## src/rtl/encoder_4x2_seq.sv

```systemverilog
// Registered 4-to-2 priority encoder: sticky request capture into a pending
// register, code presented on {a,b} behind a valid/ready handshake.
module encoder_4x2_seq #(
  parameter bit EDGE_MODE  = 1'b1,
  parameter bit HIGH_FIRST = 1'b1
) (
  input  logic       clk,
  input  logic       rst,
  input  logic       d0,
  input  logic       d1,
  input  logic       d2,
  input  logic       d3,
  input  logic       ready,
  output logic       a,
  output logic       b,
  output logic       valid,
  output logic [3:0] pending,
  output logic       overrun
);

  logic [3:0] d_in;
  logic [3:0] d_prev_q, d_prev_d;
  logic [3:0] pending_q, pending_d;
  logic [3:0] set_vec, clr_vec, lost_vec;
  logic       a_q, a_d;
  logic       b_q, b_d;
  logic       valid_q, valid_d;
  logic       overrun_q, overrun_d;
  logic [1:0] winner;
  logic       any_pending;
  logic       load;

  assign d_in = {d3, d2, d1, d0};

  // d_prev only matters in edge mode; in level mode it is kept at zero so
  // every high input counts as a request.
  assign d_prev_d = EDGE_MODE ? d_in : 4'b0000;

  genvar gi;
  generate
    for (gi = 0; gi < 4; gi++) begin : g_bit
      assign set_vec[gi]   = d_in[gi] & ~(d_prev_q[gi] & EDGE_MODE);
      // A new event on a bit that is still pending and not being served now is lost.
      assign lost_vec[gi]  = EDGE_MODE & set_vec[gi] & pending_q[gi] & ~clr_vec[gi];
      assign pending_d[gi] = (pending_q[gi] | set_vec[gi]) & ~(clr_vec[gi] & ~set_vec[gi]);
    end
  endgenerate

  // Winner is taken from the registered pending bits, never the raw inputs.
  always_comb begin
    winner = 2'b00;
    if (HIGH_FIRST) begin
      for (int i = 0; i < 4; i++) begin
        if (pending_q[i]) winner = 2'(i);
      end
    end else begin
      for (int i = 3; i >= 0; i--) begin
        if (pending_q[i]) winner = 2'(i);
      end
    end
  end

  assign any_pending = |pending_q;
  assign load        = (~valid_q | ready) & any_pending;

  always_comb begin
    clr_vec = 4'b0000;
    if (load) clr_vec = 4'b0001 << winner;
  end

  always_comb begin
    a_d       = a_q;
    b_d       = b_q;
    valid_d   = valid_q;
    overrun_d = overrun_q | (|lost_vec);
    if (load) begin
      {a_d, b_d} = winner;
      valid_d    = 1'b1;
    end else if (valid_q & ready) begin
      valid_d = 1'b0;
    end
  end

  always_ff @(posedge clk or posedge rst) begin
    if (rst) begin
      d_prev_q  <= 4'b0000;
      pending_q <= 4'b0000;
      a_q       <= 1'b0;
      b_q       <= 1'b0;
      valid_q   <= 1'b0;
      overrun_q <= 1'b0;
    end else begin
      d_prev_q  <= d_prev_d;
      pending_q <= pending_d;
      a_q       <= a_d;
      b_q       <= b_d;
      valid_q   <= valid_d;
      overrun_q <= overrun_d;
    end
  end

  assign a       = a_q;
  assign b       = b_q;
  assign valid   = valid_q;
  assign pending = pending_q;
  assign overrun = overrun_q;

endmodule

```

## config.mk

```make
export PLATFORM = sky130hd
export DESIGN_NAME = encoder_4x2_seq
export DESIGN_NICKNAME = d
export VERILOG_FILES = /design/src/rtl/encoder_4x2_seq.sv
export SDC_FILE = /design/constraint.sdc
export NUM_CORES = 1
export LEC_CHECK = 0
export CAP_MARGIN = 5
export CORE_UTILIZATION = 39
export DETAILED_ROUTE_END_ITERATION = 16
export MAX_ROUTING_LAYER = met4
export PLACE_DENSITY_LB_ADDON = 0.2
export SETUP_SLACK_MARGIN = 0.3
export SLEW_MARGIN = 20
export SYNTH_ARGS = -nofsm -noshare
export SYNTH_HDL_FRONTEND = slang
export SYNTH_SLANG_ARGS = --single-unit
```

## constraint.sdc

```tcl
create_clock -name clk -period 1 [get_ports clk]
set_input_delay 0.15 -clock clk [delete_from_list [all_inputs] [get_ports clk]]
set_output_delay 0.15 -clock clk [all_outputs]
set_load 0.05 [all_outputs]
```

== After elaboration in Yosys (flattened, before gate mapping) ==
Index checks and enable logic that the tools add are counted.

* Shift operators: 1
* Mux-type cells: 6
* Bitwise gates (word level): 45
* Reductions and logical operators: 3

{| class="wikitable"
|+ Operators with widths
! operator !! number
|-
| $and 1x1->1 || 22
|-
| $not 1->1 || 17
|-
| $reduce_or 4->1 || 2
|-
| $or 1x1->1 || 6
|-
| $mux 2 || 2
|-
| $mux 4 || 1
|-
| $shl 1x2->4 const A || 1
|-
| $mux 1 || 3
|-
| $reduce_bool 2->1 || 1
|}

* Register bits: 12
* Output and inout bits: 8
* Word-level logic and storage cells: 61

== Logic depth before layout (Yosys ltp) ==
Gate-level depths: netlist of the first run.

* Word-level depth: 9
* Mapped depth: 4
* Depth with buffers taken out: 3

== Least setup slack after synthesis of the first run ==
No wires, ideal clock.

* Kind: flip-flop to flip-flop
* Start: register valid_q, in the netlist valid
* End: register b_q, in the netlist b
* Arrival: 1.231 ns
* Data required time: 0.848 ns
* Path slack: -0.384 ns
* Stages on the path, launching flop included: 5
* Buffers on the path: 1
* Clock period less this slack: 1.384 ns
* Cells stage by stage: dfrtp_1 -> nor2b_4 -> buf_6 -> mux2i_1 -> o21ai_0

* Longest elaborated chain between the ends: 3

{| class="wikitable"
|+ Ends and longest elaborated chain
! item !! RTL line !! RTL
|-
| start, declared || 27 || <nowiki>logic valid_q, valid_d;</nowiki>
|-
| start signal, assigned || 97 || <nowiki>valid_q <= valid_d;</nowiki>
|-
| $not 1->1 || 64 || <nowiki>assign load = (~valid_q | ready) & any_pending;</nowiki>
|-
| $or 1x1->1 || 64 ||
|-
| $and 1x1->1 || 64 ||
|-
| end signal, assigned || 89 || <nowiki>b_q <= 1'b0;</nowiki>
|-
| end signal, assigned || 96 || <nowiki>b_q <= b_d;</nowiki>
|-
| end, declared || 26 || <nowiki>logic b_q, b_d;</nowiki>
|}

No other way between the ends.
A chain may end at the register's enable or synchronous reset.

== Worst setup path after layout of the first run ==
* Start: register pending_q[2], in the netlist pending[2]
* End: register overrun_q, in the netlist overrun

* Longest elaborated chain between the ends: 8
* Elaborated cells between the ends (all ways): 17
* Those cells by class: shift: 1; mux: 3; bitwise: 11; reduce/logical: 2

{| class="wikitable"
|+ Ends and longest elaborated chain
! item !! RTL line !! RTL
|-
| start, declared || 23 || <nowiki>logic [3:0] pending_q, pending_d;</nowiki>
|-
| start signal, assigned || 94 || <nowiki>pending_q <= pending_d;</nowiki>
|-
| $mux 2 (2 in series) || 54 || <nowiki>if (pending_q[i]) winner = 2'(i);</nowiki>
|-
| $shl 1x2->4 || 68 || <nowiki>if (load) clr_vec = 4'b0001 << winner;</nowiki>
|-
| $mux 4 || 68 ||
|-
| $not 1->1 || 44 || <nowiki>assign lost_vec[gi] = EDGE_MODE & set_vec[gi] & pending_q[gi] & ~clr_vec[gi];</nowiki>
|-
| $and 1x1->1 || 44 ||
|-
| $reduce_or 4->1 * || 75 || <nowiki>overrun_d = overrun_q | (|lost_vec);</nowiki>
|-
| $or 1x1->1 * || 75 ||
|-
| net overrun_d || 28 || <nowiki>logic overrun_q, overrun_d;</nowiki>
|-
| end signal, assigned || 98 || <nowiki>overrun_q <= overrun_d;</nowiki>
|-
| end, declared || 28 ||
|}

Mark *: on every way through the listed nets, which the timed path passes. The rest lies on a longest branch.

==> flow_summary.toml, run 1 <==
[setup_path]
path_class = "flop to flop"
max_stage_delay_ps = 430
worstSetupEndpointType = "flop"
startpoint_type = "flop"
path_cells = "buf_6, o311ai_1, nand4_1"
path_buf_inv = 1
rrSetupSlack_ps = -200
crit_path_top_delay_cell = "dfrtp_2"
cp.depth = 3
crit_arrival_ps = 1330
critical_path.top_delay_family = "flip-flops"
required_ps = 1140
rr_worst_depth = 3
crit_fanout = 5

[synth]
netlist_area_um2 = 510.5
yosys_register_bits = 12
synth_cell_types = 22
synth.area.top_cells = "dfrtp_1 (59%), inv_1 (5.1%), o21ai_0 (4.9%)"
yosysWarnings = 0
yosys.area.top_type_share_pct = 58.82
synth_top_area_cell = "dfrtp_1"
syn_inst = 44
seq_area_frac_synth_pct = 58.82
synth_fp_nets = 51
synth_area_per_cell_um2 = 11.60

[timing]
finalHoldViolations = 0
max_slew_margin_pct = 77.66
period_minus_slack_ps = 1198
max_freq_ghz = 0.8350
slew_violations = 0
layout_setup_ws_ps = -197.6
min_period_over_period_pct = 119.8
rsz0062_at_grt = "true"
finalSetupViolCount = 13
worst_pin_slew_ps = 329.8
skew_ps = 4.616

[placement]
gp_congestion = 0.8155
dpl.cell_count = 78
dp_hpwl_um = 672.8
placedInstanceArea_um2 = 809.5
io_buffers = 14

[finish]
final_cell_mix = "buf_6 (9), buf_4 (9), dfrtp_2 (8), buf_12 (8)"
nets = 87
diodes = 0
drive_above_1_share_pct = 60.26
final_core_util_pct = 85.17
area_delta_synth_final_pct = 92.89
stdcell_count = 92
fill_cells = 58
design_area_um2 = 984.7

[global_route]
grt_first_pass_wirelength_um = 2249
grt_usage_pct = 24.55
grt_max_degree = 13
first_global_vias = 483
overflow = 0
antenna_found_initial = 0

[power]
p_leak_nw = 0.4485
power_density_nw_per_um2 = 1542
ir_worst_vdd_v = 0.001132

[route]
via_count = 486
dr.pass1.iters = 2
route.detailed.drc = 0
drt_iter0_drc = 4
wl_per_cell_um = 16.21
viasPerCell = 5.283
antenna_left = 0
finalWirelength_um = 1491

[clock_network]
numCtsBuffers = 3
cts_tree = "done"
cts.htree.levels = 1
cts.sinks = 12
cts_hold_buf = 0
clock_latency_ps = 270
cts_buffer_depth = 2
clockRootBuffer = "clkbuf_4"
path_clk_slew_ps = 70

[floorplanning]
chipWidth_um = 38.18
fp.dieH_um = 38.18
core_area_um2 = 1156
initial_core_util_pct = 44.16
dieArea_um2 = 1458
io_pins = 15
num_rows = 12

[min_path]
hp-class = "input port to asynchronous set/reset pin"

[run]
maxCapViolCount = 0

[run_status]
violations = "setup timing"
outcome = "finished with violations"
## metal layers
metal	global-route usage, %	wire length, um
met5	-	0
met4	13.39	65
met3	1.744	34
met2	42.37	758
met1	28.29	631
## cell usage after synthesis (all sizes together)
| cell | n |
|---|---|
| dfrtp | 12 |
| inv | 7 |
| o21ai | 5 |
| buf | 2 |
| nor2 | 2 |
| nor2b | 2 |
| a22o | 1 |
| a2bb2oi | 1 |
| a41oi | 1 |
| and3b | 1 |
| mux2i | 1 |
| nand2 | 1 |
| nand4 | 1 |
| nor3 | 1 |
| nor4 | 1 |
| o2111ai | 1 |
| o21bai | 1 |
| o22ai | 1 |
| o311ai | 1 |
| o41ai | 1 |
## worst paths after layout
path | startpoint | to
worst max-delay path | pending[2] | overrun
worst min-delay path | rst | pending[2]
max in group asynchronous | rst | pending[0]
min in group clk | d1 | d_prev_q[1]
worst min register to register | d_prev_q[2] | pending[2]
worst max register to register | pending[2] | overrun
## metrics by stage
| stage | TNS (ps) | total power, mW | hold slack [ps] | worst slack (ps) |
|---|---|---|---|---|
| 2_1_floorplan | -1263 | 0.8265 | 14.16 | -212.4 |
| 3_3_place_gp | -1545 | 1.089 | 433.5 | -278.8 |
| 3_5_place_dp | -1560 | 1.094 | 438.6 | -291.7 |
| 4_1_cts | -673.5 | 1.471 | 162.1 | -130.4 |
| 5_1_grt | -1521 | 1.581 | 186.1 | -257.9 |
| 6_report | -1032 | 1.518 | 156.1 | -197.6 |
## final cells by class
type                            instances  area (um^2)  area share, %
Timing Repair Buffer                   32        389.1          39.52
Sequential cell                        12        310.3          31.51
Multi-Input combinational cell         24        219.0          22.24
Inverter                                7        26.28          2.668
Clock buffer                            3        22.52          2.287
Tap cell                               14        17.52          1.779
## kinds of logic (layout without fill, tap and decap cells)
logic type	after synthesis	count (layout)	synth area share, %
flops	12	12	58.82
mux	1	1	1.961
buf+inv	9	42	8.333
compound gates	13	13	19.61
simple gates	9	10	11.28
## sequential cells by signal, indices dropped and copies added (netlist names)
name and cells:
d_prev_q 4, a 1, pending 4, valid 1, b 1, overrun 1
## repair_timing
item                       4_1_cts  5_1_grt
setup buffers                    8        2
cloned                           1        0
setup endpoints to repair       16       16
resized for setup               11        7
pin swaps                        4        3
## worst reg2reg max path, delay by kind of cell (launching register included)
family,cells,cell delay (ps)
buffers and inverters,1,140
AND/OR/NAND/NOR,1,140
AO/OA/AOI/OAI,1,350
flip-flops,1,430
## power by group
part           switching, mW  internal, mW
registers             0.0489         0.539
clock network          0.149         0.139
logic                  0.310         0.332
Power figures use the tool's default switching activity.
==> run 2: changes to the inputs <==
Settings changed: CELL_PAD_IN_SITES_DETAIL_PLACEMENT from default to 1, CELL_PAD_IN_SITES_GLOBAL_PLACEMENT from default to 1, CORE_UTILIZATION 39 to 30, PLACE_DENSITY_LB_ADDON 0.2 to 0.1.
==> run 2 against run 1 <==
The run still ends with setup timing left. Global-route usage decreased by 6.6 points. Combinational power grew 8.9%. Core utilization down 19 points. Largest cell class unchanged. Via count grew 4.9%. Power is 11% higher. Hold slack better by 4.5 ps. Worst setup slack gained 27 ps. Critical path depth is the same. Sequential power decreased by 1%.
==> flow_summary.toml, run 2 (same netlist as run 1, synthesis figures left out) <==
[global_route]
grt_usage_pct = 17.94
grt_first_pass_wirelength_um = 2401
overflow = 0
first_global_vias = 496
antenna_found_initial = 0
grt_max_degree = 13

[power]
swShare_pct = 34.04
design_power_total_mw = 1.690
p_comb_share_pct = 41.4
switchingPower_uw = 575.2
p_clk_share_pct = 24.2
p_leak_nw = 0.4673
power_density_nw_per_um2 = 1649
seq_power_share_pct = 34.4
ir_worst_vdd_v = 0.0009706
power.internal_mw = 1.115

[setup_path]
max_stage_delay_ps = 430
required_ps = 1150
crit_fanout = 3
crit_arrival_ps = 1320
path_class = "flop to flop"
worstSetupEndpointType = "flop"
startpoint_type = "flop"
path_buf_inv = 1
path_cells = "buf_6, o41ai_4, nand4_1"
crit_path_top_delay_cell = "dfrtp_2"
critical_path.top_delay_family = "flip-flops"

[finish]
drive_above_1_share_pct = 58.97
register_area_um2 = 310.3
stdcell_count = 94
fill_cells = 145
diodes = 0
final_core_util_pct = 66.48
nets = 86
multiInputGateArea_um2 = 247.7
area_delta_synth_final_pct = 100.7
final_cell_mix = "dfrtp_2 (8), buf_12 (8), buf_6 (8), buf_4 (8), inv_1 (7)"

[timing]
holdWs_ps = 160.6
layout_setup_ws_ps = -170.3
worst_pin_slew_ps = 302.7
finalHoldViolations = 0
period_minus_slack_ps = 1170
min_period_over_period_pct = 117.0
finalSetupViolCount = 13
finalSetupTns_ps = -1266
max_slew_margin_pct = 79.78
max_freq_ghz = 0.8545
slew_violations = 0
rsz0062_at_grt = "true"
skew_ps = 1.062

[placement]
dp_hpwl_um = 888.4
io_buffers = 14
dpl.cell_count = 80
gp_congestion = 0.7836

[clock_network]
cts.sinks = 12
clock_latency_ps = 280
cts_hold_buf = 0
cts_buffer_depth = 2
clockRootBuffer = "clkbuf_4"
numCtsBuffers = 3
path_clk_slew_ps = 80
cts_tree = "done"
cts.htree.levels = 1

[floorplanning]
fp.dieH_um = 43.25
chipWidth_um = 43.25
io_pins = 15
dieArea_um2 = 1871
num_rows = 14
initial_core_util_pct = 33.12
core_area_um2 = 1541

[route]
antenna_left = 0
wl_per_cell_um = 18.93
finalWirelength_um = 1779
drt_iter0_drc = 3
route.detailed.drc = 0
dr.pass1.iters = 4
viasPerCell = 5.426
via_count = 510

[run]
maxCapViolCount = 0

[run_status]
outcome = "finished with violations"
violations = "setup timing"

[min_path]
hp-class = "input port to asynchronous set/reset pin"
-- run 2: routing by layer --
layer / vias up / GRT usage [%] / share of wire (%)
met5: - / - / 0
met3: 2 / 2.553 / 3.4
met1: 258 / 23.53 / 43
met2: 20 / 27.76 / 53
met4: 0 / 7.273 / 0.96
li1: 230 / - / -
-- run 2: what timing repair did --
item	4_1_cts	5_1_grt
endpoints found under the setup margin	16	16
cloned	1	0
gates resized for setup	9	15
pin swaps	1	3
buffers inserted	6	3
-- run 2: worst paths after layout --
| kind | endpoint | from | slack, ps | depth (start not counted) |
|---|---|---|---|---|
| max in group asynchronous | pending[1] | rst | 660 | 3 |
| min in group clk | d_prev_q[1] | d1 | 320 | 1 |
| worst min register to register | pending[2] | d_prev_q[2] | 450 | 1 |
| worst max-delay path | overrun | pending[1] | -170 | 3 |
| worst max register to register | overrun | pending[1] | -170 | 3 |
| worst min-delay path | d_prev_q[3] | rst | 160 | 3 |
-- run 2: per-stage QoR --
step	setup WS (ps)	instance area, um^2
2_1_floorplan	-212.4	530.5
3_3_place_gp	-274.1	812.0
3_5_place_dp	-342.6	812.0
4_1_cts	-130.3	939.7
5_1_grt	-225.5	1025
6_report	-170.3	1025
-- run 2: final cells by class --
type | instances | area share (%)
multi-input cells | 24 | 24.18
well taps | 16 | 1.954
flip-flops and latches | 12 | 30.28
clock buffers | 4 | 3.541
repair buffers | 31 | 37.48
inverters | 7 | 2.564
-- run 2: worst register-to-register path, stage by stage (launching register included) --
cell,delay [ps]
dfrtp_2,430
buf_6,140
o41ai_4,330
nand4_1,140
-- run 2: power by group through the flow --
stage          registers [mW]  logic, mW  clock network, mW
3_5_place_dp            0.609      0.500                  0
2_1_floorplan           0.725      0.101                  0
3_3_place_gp            0.603      0.492                  0
6_report                0.582      0.699              0.409
5_1_grt                 0.586      0.730              0.417
4_1_cts                 0.576      0.608              0.402
==> run 3: changes to the inputs <==
Settings changed: CORE_MARGIN from default to 5.
==> run 3 against run 2 <==
Count of clock-buffer cells in the layout stayed put. Fmax is 1.6% higher. Clock power shrank 21%. Combinational power decreased by 9.2%. Critical path type is now flop to primary output. Via count down 10%. The flow still finishes with violations (setup timing). Hold slack lost 3.5 ps. Cell area shrank 3.1%. Wire length decreased by 21%. Worst setup slack improved by 19 ps.
==> flow_summary.toml, run 3 (same netlist as run 1, synthesis figures left out) <==
[run_status]
outcome = "finished with violations"
violations = "setup timing"

[placement]
placedInstanceArea_um2 = 813.3
io_buffers = 14
dp_hpwl_um = 951.4
gp_congestion = 0.7009
pre_cts_ws_ps = -322.9

[timing]
finalSetupViolCount = 14
max_slew_margin_pct = 84.33
period_minus_slack_ps = 1152
rsz0062_at_grt = "true"
layout_setup_ws_ps = -151.7
max_freq_ghz = 0.8683
finalSetupTns_ps = -873.7
finalHoldViolations = 0
skew_ps = 8.668
slew_violations = 0
worst_pin_slew_ps = 231.4
min_period_over_period_pct = 115.2

[global_route]
grtUsageMet3_pct = 3.499
grt_max_degree = 13
first_global_vias = 527
grt_usage_pct = 13.34
antenna_found_initial = 0
overflow = 0
grt_first_pass_wirelength_um = 2449
use_met2_pct = 22.53
busiest_layer = "met2"
use_met1_pct = 15.06

[min_path]
hp-class = "input port to asynchronous set/reset pin"

[power]
p_clk_share_pct = 21.0
p_comb_share_pct = 41.2
ir_worst_vdd_v = 0.0007294
power_density_nw_per_um2 = 1550
p_leak_nw = 0.4557
swShare_pct = 33.24
power.internal_mw = 1.028
seq_power_share_pct = 37.8
switchingPower_uw = 511.8
design_power_total_mw = 1.540

[setup_path]
crit_arrival_ps = 1000
required_ps = 850
rrSetupSlack_ps = -110
startpoint_type = "flop"
worstSetupEndpointType = "primary output"
path_class = "flop to primary output"
crit_fanout = 4

[clock_network]
path_clk_slew_ps = 80
cts_tree = "done"
clock_latency_ps = 280
clockRootBuffer = "clkbuf_4"
numCtsBuffers = 3
cts_buffer_depth = 2
cts_hold_buf = 0
cts.htree.levels = 1
cts.sinks = 12

[run]
maxCapViolCount = 0

[floorplanning]
core_area_um2 = 1670
initial_core_util_pct = 30.56
fp.dieH_um = 51.25
chipWidth_um = 51.25
num_rows = 15
dieArea_um2 = 2627
io_pins = 15

[finish]
diodes = 0
nets = 86
final_cell_mix = "buf_6 (11), dfrtp_2 (8), buf_12 (8)"
fill_cells = 177
area_delta_synth_final_pct = 94.61
final_common_cell = "buf_6"
drive_above_1_share_pct = 57.69
design_area_um2 = 993.5
final_core_util_pct = 59.48

[route]
drt_iter0_drc = 2
finalWirelength_um = 1399
via_count = 459
route.detailed.drc = 0
dr.pass1.iters = 4
wl_per_cell_um = 14.73
viasPerCell = 4.832
antenna_left = 0
-- run 3: power by group through the flow --
stage | Combinational [mW] | Clock [mW] | Sequential [mW]
global placement | 0.493 | 0 | 0.602
CTS | 0.629 | 0.329 | 0.580
floorplan | 0.101 | 0 | 0.725
global route | 0.669 | 0.365 | 0.588
detailed placement | 0.502 | 0 | 0.605
finish | 0.635 | 0.324 | 0.582
-- run 3: path summary, 6_finish.rpt --
path                        startpoint  cells past startpoint           to
max                         pending[1]                      2   pending[1]
min                                rst                      3  d_prev_q[1]
max reg2reg                 pending[2]                      3      overrun
min reg2reg                d_prev_q[2]                      1   pending[2]
max in group asynchronous          rst                      3   pending[2]
min in group clk                    d1                      1  d_prev_q[1]
-- run 3: layout make-up --
cell class | instances | area (um^2) | area share [%]
multi-input cells | 24 | 220.2 | 22.17
inverters | 7 | 26.28 | 2.645
clock buffers | 4 | 26.28 | 2.645
repair buffers | 31 | 389.1 | 39.17
flip-flops and latches | 12 | 310.3 | 31.23
well taps | 17 | 21.27 | 2.141
-- run 3: critical path, cell delays in order (launching register included) --
cell and delay (ps):
dfrtp_2 440, buf_6 140, buf_12 140
-- run 3: repair_timing --
action / CTS / global route
resized for setup: 16 / 3
endpoints found under the hold margin: 0 / 0
endpoints found under the setup margin: 16 / 16
pin swaps: 3 / 2
buffers inserted: 8 / 1
gates cloned: 1 / 0
-- run 3: metal layers --
layer / wire (um) / vias up
met4: 26 / 0
met3: 62 / 2
li1: - / 224
met2: 709 / 12
met1: 601 / 221
met5: 0 / -
-- run 3: through the flow --
| step | std cells | hold slack [ps] |
|---|---|---|
| finish | 95 | 157.1 |
| global route | 95 | 169.3 |
| CTS | 94 | 174.1 |
| detailed placement | 81 | 436.3 |
| global placement | 81 | 429.8 |
| floorplan | 44 | 14.16 |
